`src/rtl/synt_seq_if.sv`:
```
// ----------------------------------------------------------------------------
// synt_seq_if
//
// Groups the sequencer's control/status signals so they can be passed as a
// single port between the radio controller side and the synthesizer sequencer.
//
// Signals:
//   en         controller -> sequencer  synthesizer requested on (level)
//   rdy_synt   synth      -> sequencer  ready/lock indication from the synthesizer
//   pu_synt    sequencer  -> synth      synthesizer power-up
//   cal_synt   sequencer  -> synth      synthesizer calibration request
//   synt_ok    sequencer  -> controller qualified lock
//   err        sequencer  -> controller lock failed after all retries (sticky)
//   lock_lost  sequencer  -> controller one-cycle pulse on loss of lock
//   retry_cnt  sequencer  -> controller retries used in current attempt budget
//
// Modports:
//   slave   the sequencer itself
//   master  the environment driving it (controller + synthesizer model)
// ----------------------------------------------------------------------------
interface synt_seq_if #(
    parameter int unsigned RTY_W = 4
) ();

    logic             en;
    logic             rdy_synt;
    logic             pu_synt;
    logic             cal_synt;
    logic             synt_ok;
    logic             err;
    logic             lock_lost;
    logic [RTY_W-1:0] retry_cnt;

    modport slave (
        input  en,
        input  rdy_synt,
        output pu_synt,
        output cal_synt,
        output synt_ok,
        output err,
        output lock_lost,
        output retry_cnt
    );

    modport master (
        output en,
        output rdy_synt,
        input  pu_synt,
        input  cal_synt,
        input  synt_ok,
        input  err,
        input  lock_lost,
        input  retry_cnt
    );

endinterface

```
`src/rtl/synt_seq.sv`:
```
// ----------------------------------------------------------------------------
// synt_seq
//
// Power-up and calibration sequencer for the frequency synthesizer. Powers the
// synthesizer up, lets it settle, issues a calibration pulse, then waits a
// bounded time for RDY. A missed lock power-cycles the synthesizer and retries
// up to MAX_RETRY times before raising a sticky error. Loss of RDY while locked
// pulses lock_lost and re-sequences without consuming a retry.
//
// Ports:
//   clk_i    clock, all logic on the rising edge
//   rst_ni   synchronous active-low reset
//   sq_io    synt_seq_if.slave bundle:
//              en, rdy_synt                         (inputs)
//              pu_synt, cal_synt, synt_ok, err,
//              lock_lost, retry_cnt                 (registered outputs)
//
// All outputs are registered and decoded from the next state, so they change
// on the same edge as the state register.
// ----------------------------------------------------------------------------
module synt_seq #(
    parameter int unsigned PU_SETTLE    = 8,
    parameter int unsigned CAL_PULSE    = 2,
    parameter int unsigned LOCK_TIMEOUT = 2000,
    parameter int unsigned RETRY_GAP    = 4,
    parameter int unsigned MAX_RETRY    = 3,
    parameter int unsigned CNT_W        = 16,
    parameter int unsigned RTY_W        = 4
) (
    input  logic       clk_i,
    input  logic       rst_ni,
    synt_seq_if.slave  sq_io
);

    typedef enum logic [2:0] {
        StIdle,
        StPwrup,
        StCal,
        StWaitRdy,
        StLocked,
        StBackoff,
        StFail
    } state_e;

    // Terminal counts: a phase ends on the edge where the counter already holds
    // its last value, giving exactly N cycles per phase.
    localparam logic [CNT_W-1:0] PuLast  = CNT_W'(PU_SETTLE - 1);
    localparam logic [CNT_W-1:0] CalLast = CNT_W'(CAL_PULSE - 1);
    localparam logic [CNT_W-1:0] ToLast  = CNT_W'(LOCK_TIMEOUT - 1);
    localparam logic [CNT_W-1:0] GapLast = CNT_W'(RETRY_GAP - 1);
    localparam logic [RTY_W-1:0] RtyMax  = RTY_W'(MAX_RETRY);

    state_e           state_q, state_d;
    logic [CNT_W-1:0] cnt_q, cnt_d;
    logic [RTY_W-1:0] retry_q, retry_d;

    logic pu_q, pu_d;
    logic cal_q, cal_d;
    logic ok_q, ok_d;
    logic err_q, err_d;
    logic lost_q, lost_d;

    // ------------------------------------------------------------------------
    // Next-state, counter and retry logic
    // ------------------------------------------------------------------------
    always_comb begin
        state_d = state_q;
        cnt_d   = cnt_q + 1'b1;
        retry_d = retry_q;

        unique case (state_q)
            StIdle: begin
                cnt_d   = '0;
                retry_d = '0;
                if (sq_io.en) begin
                    state_d = StPwrup;
                end
            end

            // RDY is deliberately ignored while the synthesizer settles.
            StPwrup: begin
                if (cnt_q == PuLast) begin
                    state_d = StCal;
                    cnt_d   = '0;
                end
            end

            // The counter starting here is the lock timer; it keeps running
            // into StWaitRdy so the timeout is measured from the CAL rise.
            StCal: begin
                if (sq_io.rdy_synt) begin
                    state_d = StLocked;
                    cnt_d   = '0;
                    retry_d = '0;
                end else if (cnt_q == CalLast) begin
                    state_d = StWaitRdy;
                end
            end

            // RDY on the timeout cycle still wins.
            StWaitRdy: begin
                if (sq_io.rdy_synt) begin
                    state_d = StLocked;
                    cnt_d   = '0;
                    retry_d = '0;
                end else if (cnt_q == ToLast) begin
                    cnt_d = '0;
                    if (retry_q < RtyMax) begin
                        state_d = StBackoff;
                        retry_d = retry_q + 1'b1;
                    end else begin
                        state_d = StFail;
                    end
                end
            end

            // Lock loss re-sequences without consuming a retry.
            StLocked: begin
                cnt_d = '0;
                if (!sq_io.rdy_synt) begin
                    state_d = StBackoff;
                end
            end

            StBackoff: begin
                if (cnt_q == GapLast) begin
                    state_d = StPwrup;
                    cnt_d   = '0;
                end
            end

            StFail: begin
                cnt_d = '0;
            end

            default: begin
                state_d = StIdle;
                cnt_d   = '0;
                retry_d = '0;
            end
        endcase

        // Dropping the request overrides every other transition.
        if (state_q != StIdle && !sq_io.en) begin
            state_d = StIdle;
            cnt_d   = '0;
            retry_d = '0;
        end
    end

    // ------------------------------------------------------------------------
    // Output decode from the next state
    // ------------------------------------------------------------------------
    always_comb begin
        pu_d   = 1'b0;
        cal_d  = 1'b0;
        ok_d   = 1'b0;
        err_d  = 1'b0;
        lost_d = 1'b0;

        unique case (state_d)
            StPwrup:   pu_d = 1'b1;
            StCal: begin
                pu_d  = 1'b1;
                cal_d = 1'b1;
            end
            StWaitRdy: pu_d = 1'b1;
            StLocked: begin
                pu_d = 1'b1;
                ok_d = 1'b1;
            end
            StFail:    err_d = 1'b1;
            default: begin
                pu_d = 1'b0;
            end
        endcase

        lost_d = (state_q == StLocked) && (state_d == StBackoff);
    end

    // ------------------------------------------------------------------------
    // State and output registers
    // ------------------------------------------------------------------------
    always_ff @(posedge clk_i) begin
        if (!rst_ni) begin
            state_q <= StIdle;
            cnt_q   <= '0;
            retry_q <= '0;
            pu_q    <= 1'b0;
            cal_q   <= 1'b0;
            ok_q    <= 1'b0;
            err_q   <= 1'b0;
            lost_q  <= 1'b0;
        end else begin
            state_q <= state_d;
            cnt_q   <= cnt_d;
            retry_q <= retry_d;
            pu_q    <= pu_d;
            cal_q   <= cal_d;
            ok_q    <= ok_d;
            err_q   <= err_d;
            lost_q  <= lost_d;
        end
    end

    assign sq_io.pu_synt   = pu_q;
    assign sq_io.cal_synt  = cal_q;
    assign sq_io.synt_ok   = ok_q;
    assign sq_io.err       = err_q;
    assign sq_io.lock_lost = lost_q;
    assign sq_io.retry_cnt = retry_q;

endmodule

```
`src/flat_wrapper.sv`:
```
// flat-port wrapper written by rule: the top's interface ports become plain ports
module synt_seq_flat 
#(
    parameter int unsigned PU_SETTLE    = 8,
    parameter int unsigned CAL_PULSE    = 2,
    parameter int unsigned LOCK_TIMEOUT = 2000,
    parameter int unsigned RETRY_GAP    = 4,
    parameter int unsigned MAX_RETRY    = 3,
    parameter int unsigned CNT_W        = 16,
    parameter int unsigned RTY_W        = 4
)
  (clk_i, rst_ni, sq_io_en, sq_io_rdy_synt, sq_io_pu_synt, sq_io_cal_synt, sq_io_synt_ok, sq_io_err, sq_io_lock_lost, sq_io_retry_cnt);
  synt_seq_if #(.RTY_W(RTY_W)) sq_io_i ();
  input  logic clk_i;
  input  logic rst_ni;
  input wire logic [$bits(sq_io_i.en)-1:0] sq_io_en;
  input wire logic [$bits(sq_io_i.rdy_synt)-1:0] sq_io_rdy_synt;
  output wire logic [$bits(sq_io_i.pu_synt)-1:0] sq_io_pu_synt;
  output wire logic [$bits(sq_io_i.cal_synt)-1:0] sq_io_cal_synt;
  output wire logic [$bits(sq_io_i.synt_ok)-1:0] sq_io_synt_ok;
  output wire logic [$bits(sq_io_i.err)-1:0] sq_io_err;
  output wire logic [$bits(sq_io_i.lock_lost)-1:0] sq_io_lock_lost;
  output wire logic [$bits(sq_io_i.retry_cnt)-1:0] sq_io_retry_cnt;
  assign sq_io_i.en = sq_io_en;
  assign sq_io_i.rdy_synt = sq_io_rdy_synt;
  assign sq_io_pu_synt = sq_io_i.pu_synt;
  assign sq_io_cal_synt = sq_io_i.cal_synt;
  assign sq_io_synt_ok = sq_io_i.synt_ok;
  assign sq_io_err = sq_io_i.err;
  assign sq_io_lock_lost = sq_io_i.lock_lost;
  assign sq_io_retry_cnt = sq_io_i.retry_cnt;
  synt_seq #(.PU_SETTLE(PU_SETTLE), .CAL_PULSE(CAL_PULSE), .LOCK_TIMEOUT(LOCK_TIMEOUT), .RETRY_GAP(RETRY_GAP), .MAX_RETRY(MAX_RETRY), .CNT_W(CNT_W), .RTY_W(RTY_W)) u_core (.clk_i(clk_i), .rst_ni(rst_ni), .sq_io(sq_io_i));
endmodule
```
`config.mk`:
```
export PLATFORM = sky130hd
export DESIGN_NAME = synt_seq_flat
export DESIGN_NICKNAME = d
export VERILOG_FILES = /design/src/rtl/synt_seq_if.sv /design/src/rtl/synt_seq.sv /design/src/flat_wrapper.sv
export SDC_FILE = /design/constraint.sdc
export NUM_CORES = 1
export LEC_CHECK = 0
export ABC_AREA = 1
export CAP_MARGIN = 20
export CELL_PAD_IN_SITES_DETAIL_PLACEMENT = 1
export CELL_PAD_IN_SITES_GLOBAL_PLACEMENT = 2
export CORE_MARGIN = 3
export CORE_UTILIZATION = 32
export DETAILED_ROUTE_END_ITERATION = 7
export PLACE_DENSITY_LB_ADDON = 0.25
export RECOVER_POWER = 50
export SLEW_MARGIN = 0
export SYNTH_ARGS = -nofsm -noshare
export SYNTH_HDL_FRONTEND = slang
export SYNTH_SLANG_ARGS = --single-unit
```
`constraint.sdc`:
```
create_clock -name clk_i -period 1.8 [get_ports clk_i]
set_input_delay 0.36 -clock clk_i [delete_from_list [all_inputs] [get_ports clk_i]]
set_output_delay 0.36 -clock clk_i [all_outputs]
set_load 0.05 [all_outputs]
```
# [Word level (Yosys, flattened, before mapping)]
# Cells that the tools add are included.
# Widths: inputs -> output; s select.
[totals] regBits=28 in_bits=4 output_inout_bits=9 elab_cells=67
[classes] n_addsub=2 magnitude_cmp=1 n_eq_ne=19 mux=26 bitwise=2 n_reduce_logical=9
[ops] operator="$mux 16" count=5
[ops] operator="$pmux 16 s4" count=1
[ops] operator="$mux 3" count=9
[ops] operator="$pmux 3 s7" count=1
[ops] operator="$eq 3x3->1 const B" count=6
[ops] operator="$add 16x1->16 const B" count=1
[ops] operator="$eq 16x1->1 const B" count=1
[ops] operator="$eq 16x11->1 const B" count=1
[ops] operator="$eq 16x2->1 const B" count=1
[ops] operator="$eq 16x3->1 const B" count=1
[ops] operator="$mux 4" count=4
[ops] operator="$eq 3x2->1 const B" count=4
[ops] operator="$pmux 4 s3" count=1
[ops] operator="$reduce_or 4->1" count=2
[ops] operator="$eq 3x1->1 const B" count=2
[ops] operator="$ne 3x2->1 const B" count=2
[ops] operator="$add 4x1->4 const B" count=1
[ops] operator="$lt 4x2->1 const B" count=1
[ops] operator="$mux 1" count=4
[ops] operator="$reduce_and 4->1" count=1
[ops] operator="$logic_not 3->1" count=1
[ops] operator="$reduce_bool 3->1" count=1
[ops] operator="$logic_and 1x1->1" count=2
[ops] operator="$mux 2" count=1
[ops] operator="4 further kinds" count=5

# [Logic depth before layout (Yosys ltp)]
[depth] word_depth=9 ltp_mapped=13 mapped_depth_nobuf=13

# [Least setup slack after synthesis]
# Ideal clock, no wire load.
[synth_timing] path_kind="register -> register" start="register u_core.retry_q[0] (netlist: u_core.sq_io.retry_cnt[0])" end="register u_core.pu_q (netlist: u_core.sq_io.pu_synt)" setup_time_ps=112 arrival_time_ps=1480 t_required_ps=1688 setup_slack_ps=207 path_stages_with_launch=11 path_buffers=0 period_less_slack_ps=1593 path_cell_list="dfxtp_1 > ha_1 > inv_1 > nand2_1 > nand3_1 > nand2_1 > inv_1 > o21ai_4 > nand2_1 > nand2_1 > nand2_1"
[synth_via] elab_chain_len=9 elab_cells_between_ends=12 cone_classes="order compare: 1; eq/ne: 4; mux: 6; reduce/logical: 1"
[synth_rtl] element="from (decl)" line="synt_seq.sv:55" text="logic [RTY_W-1:0] retry_q, retry_d;"
[synth_rtl] element="from (signal assigned)" line="synt_seq.sv:197" text="retry_q <= retry_d;"
[synth_rtl] element="$lt 4x2->1 (*)" line="synt_seq.sv:108" text="if (retry_q < RtyMax) begin"
[synth_rtl] element="$mux 2 (*)" line="synt_seq.sv:108"
[synth_rtl] element="$mux 3 (*)" line="synt_seq.sv:106" text="end else if (cnt_q == ToLast) begin"
[synth_rtl] element="$mux 3 (*)" line="synt_seq.sv:102" text="if (sq_io.rdy_synt) begin"
[synth_rtl] element="$pmux 3 s7 (*)" line="synt_seq.sv:71" text="unique case (state_q)"
[synth_rtl] element="$mux 3 (*)" line="synt_seq.sv:144" text="if (state_q != StIdle && !sq_io.en) begin"
[synth_rtl] element="$eq 3x1->1, or another cell as far along" line="synt_seq.sv:161" text="unique case (state_d)"
[synth_rtl] element="$reduce_or 4->1 (no line) (*)"
[synth_rtl] element="$mux 1 (*)" line="synt_seq.sv:161"
[synth_rtl] element="to (signal assigned)" line="synt_seq.sv:198" text="pu_q <= pu_d;"
[synth_rtl] element="to (decl)" line="synt_seq.sv:57" text="logic pu_q, pu_d;"
# Mark *: on every way between the ends. The rest lies on a longest branch, timed or not.
# A chain may end at the register's enable or synchronous reset.

# [Worst setup path after layout]
[layout_timing] start="register u_core.cnt_q[1]" end="register u_core.cnt_q[2]"
[layout_via] elab_chain_len=4 elab_cells_between_ends=10 cone_classes="add/sub: 1; eq/ne: 3; mux: 6"
[layout_rtl] element="from (decl)" line="synt_seq.sv:54" text="logic [CNT_W-1:0] cnt_q, cnt_d;"
[layout_rtl] element="from (signal assigned)" line="synt_seq.sv:196" text="cnt_q <= cnt_d;"
[layout_rtl] element="$add 16x1->16 / $eq 16x11->1 (equally long branches)" line="synt_seq.sv:68, synt_seq.sv:106"
[layout_rtl] element="$mux 16" line="synt_seq.sv:106"
[layout_rtl] element="$mux 16" line="synt_seq.sv:102"
[layout_rtl] element="$pmux 16 s4 (*)" line="synt_seq.sv:71"
# Marks and branches as above.

==> key figures <==
Worst setup path
  • Arrival time of the worst setup path: 1.80 ns
  • Required time of the worst setup path: 1.98 ns
  • CP cell instances: ha_2 > nand3_4 > nor2_2 > nand2_1 > a21oi_4 > nand3_2 > nand2_4 > inv_2 > nand3_1 > inv_1
  • Worst Path Buf+Inv: 2
  • Crit-path max cell delay: 0.35 ns
  • Critical path's top delay family: simple AND/OR/NAND/NOR gates
  • CP max FO: 7
  • Crit. End Element: flip-flop
  • Startpoint types: flip-flop
  • Kind of critical path: flip-flop to flip-flop
  • Slowest cell on crit path: dfxtp_1

Synthesis
  • Yosys top cell by area: dfxtp_1
  • Post-synth EDFFs: 0
  • Cell Area, Synth: 0.00159 sq mm
  • Prevailing post-synth register cell: dfxtp_1
  • Yosys reg bits: 28
  • Most frequent cell after synthesis: nand2_1
  • Synth top cells by count: 57 x nand2_1, 39 x nor2_1, 28 x dfxtp_1
  • Synth top area share: 0.352
  • Mean area per synthesized cell: 7.02 sq um
  • Mapped Nets: 234
  • Seq/Total Area, Yosys: 0.352
  • Synth Instances: 227
  • Post-synth cell types: 31
  • Synth top area cells: dfxtp_1 35%, nand2_1 13%, nor2_1 9.2%
  • Post-synth ARST share: 0
  • Yosys warning count: 0

CTS
  • H-tree levels: 1
  • Clk slew on worst S/H paths: 0.10 ns
  • Clock sinks: 28
  • CTS tree: yes
  • CTS root buf: clkbuf_8
  • Clock buffer depth: 2
  • Skew-Pair Late Insertion Delay: 0.28 ns
  • TritonCTS Buffers: 3
  • Hold-fix buffers at CTS: 0

Detailed routing
  • Number of remaining DRC errors: 0
  • DRT Wirelength: 3.76 mm
  • DR vias/cell: 4.50
  • DR iter-0 viols: 40
  • DRT Pass-1 Iters: 4
  • Drt wl/cell: 11.7 microns
  • Routed Antenna Nets: 0
  • Vias: 1448

Pwr
  • Max IR drop VDD: 0.000272 V
  • Sw Share: 0.247
  • Clock power share: 0.327
  • Comb power frac: 0.093
  • Sequential share of power: 0.580
  • Internal power: 0.000813 W
  • Leakage power: 0.819 nW
  • Power density over the cells: 570 mW/mm^2
  • Net Switching: 0.000267 W

Global route
  • M3 GR Usage: 0.0177
  • GR Util All Layers: 0.136
  • Aggregate global routing overflow: 0
  • First-pass GRT wire length: 6.54 mm
  • Number of global-route vias before repair: 1521
  • GR peak layer: met2
  • Initial antenna violation count: 0
  • Met1 usage: 0.174
  • Largest net degree at the start of global routing: 15
  • Global Route met2 Usage: 0.236

Placement
  • Detailed Place HPWL: 3.09 mm
  • RePlAce Congestion: 0.785
  • Dpl cell area: 0.00186 sq mm
  • Buffers on Ports: 12

STA
  • Final worst path period share: 0.902
  • Clock Skew: 0.00543 ns
  • Fin. max-slew vios: 0
  • Post-layout minimum cycle time: 1.62 ns
  • Final Hold Viols: 0
  • Slew @ Worst Pin: 0.600 ns
  • Final TNS setup: 0 ns
  • Fmax: 616 MHz
  • Hold slack: 0.460 ns
  • Unrepaired setup endpoints after global routing: true
  • Slew margin rel.: 0.602
  • Setup violations, final: 0

Finish
  • Post-Layout Inst Area: 0.00189 sq mm
  • Share of cells above drive strength 1: 0.235
  • N_diodes: 0
  • Area Overhead vs Synth: 18.9%
  • # fillers: 644
  • Nets: 264
  • Final core utilization: 0.398

Floorplanning
  • Row cnt: 25
  • Die area: 0.00586 sq mm
  • Starting density of the core: 0.335
  • Die width: 76.6 microns
  • Ports: 13
  • Die Ht: 76.6 microns
  • Core Region: 0.00475 sq mm

Status
  • Status: finished clean

Min path
  • Hold crit path type: flip-flop to flip-flop

Run
  • Max cap viols: 0
-- layout make-up --
type	instances	area, sq um	area share
repair buffers	26	181	0.0958
inverters	32	120	0.0634
flip-flops and latches	28	563	0.297
well taps	67	83.8	0.0443
clock buffers	3	41.3	0.0218
multi-input cells	166	905	0.478
-- state kept, by name, summed over array words and instances (netlist names) --
name                    count
u_core.sq_io.lock_lost      1
u_core.sq_io.cal_synt       1
u_core.sq_io.pu_synt        1
u_core.cnt_q               16
u_core.sq_io.synt_ok        1
u_core.sq_io.retry_cnt      4
u_core.sq_io.err            1
u_core.state_q              3
-- cell usage in the layout, fill, tap and decap left out, types with 5 or more instances in the layout --
| cell type | n |
|---|---|
| buf_4 | 13 |
| clkbuf_1 | 9 |
| nand3_1 | 11 |
| nand2_2 | 5 |
| dfxtp_1 | 26 |
| nor3_1 | 6 |
| nor2_1 | 38 |
| inv_2 | 5 |
| inv_1 | 27 |
| nand3_2 | 5 |
| nand2_1 | 57 |
| nor2_2 | 12 |
-- stage by stage --
stage	power (W)	std cells	setup slack, ns
2_1_floorplan	0.000706	227	0.207
3_3_place_gp	0.000742	317	-0.0191
3_5_place_dp	0.000743	317	-0.0602
4_1_cts	0.00110	320	0.117
5_1_grt	0.00113	322	-0.00935
6_report	0.00108	322	0.176
-- power groups by stage --
| stage | Clock [W] | Sequential (W) | Combinational, W |
|---|---|---|---|
| finish | 0.000353 | 0.000627 | 0.000100 |
| global route | 0.000387 | 0.000627 | 0.000110 |
| CTS | 0.000371 | 0.000627 | 0.000103 |
| detailed placement | 0 | 0.000641 | 0.000102 |
| global placement | 0 | 0.000641 | 0.000101 |
| floorplan | 0 | 0.000649 | 0.0000572 |
-- worst paths after layout --
check             slack, ns                       from                         to  cells after the start
hold reg to reg        0.46  u_core.sq_io.retry_cnt[2]  u_core.sq_io.retry_cnt[2]                      2
setup / recovery       0.18            u_core.cnt_q[1]            u_core.cnt_q[2]                     10
setup reg to reg       0.18            u_core.cnt_q[1]            u_core.cnt_q[2]                     10
hold / removal         0.46  u_core.sq_io.retry_cnt[2]  u_core.sq_io.retry_cnt[2]                      2
-- cell families (layout without fill, tap and decap cells) --
family | after synthesis | count (layout) | share of synthesized area
xor gates and xnor gates | 4 | 4 | 0.0220
DFF | 28 | 28 | 0.352
and+or+nand+nor | 148 | 148 | 0.453
buffers and inverters | 33 | 61 | 0.0880
AOI/OAI and AO/OA | 11 | 11 | 0.0613
adders and majority gates | 3 | 3 | 0.0236
-- worst register-to-register path: stages, from the launching register on --
cell     delay, ns
dfxtp_1       0.35
ha_2          0.22
nand3_4       0.11
nor2_2        0.12
nand2_1       0.09
a21oi_4       0.20
nand3_2       0.10
nand2_4       0.14
inv_2         0.08
nand3_1       0.08
inv_1         0.04
-- what timing repair did --
item / in CTS / in global routing
setup endpoints to repair: 0 / 13
setup buffers: 0 / 2
resized for setup: 0 / 5
-- routing by layer --
| layer | routed length (microns) | share of wire |
|---|---|---|
| met3 | 61 | 0.016 |
| met5 | 0 | 0 |
| met2 | 1780 | 0.47 |
| met4 | 46 | 0.012 |
| met1 | 1880 | 0.50 |
No activity file was read; power rests on OpenSTA's default activity.
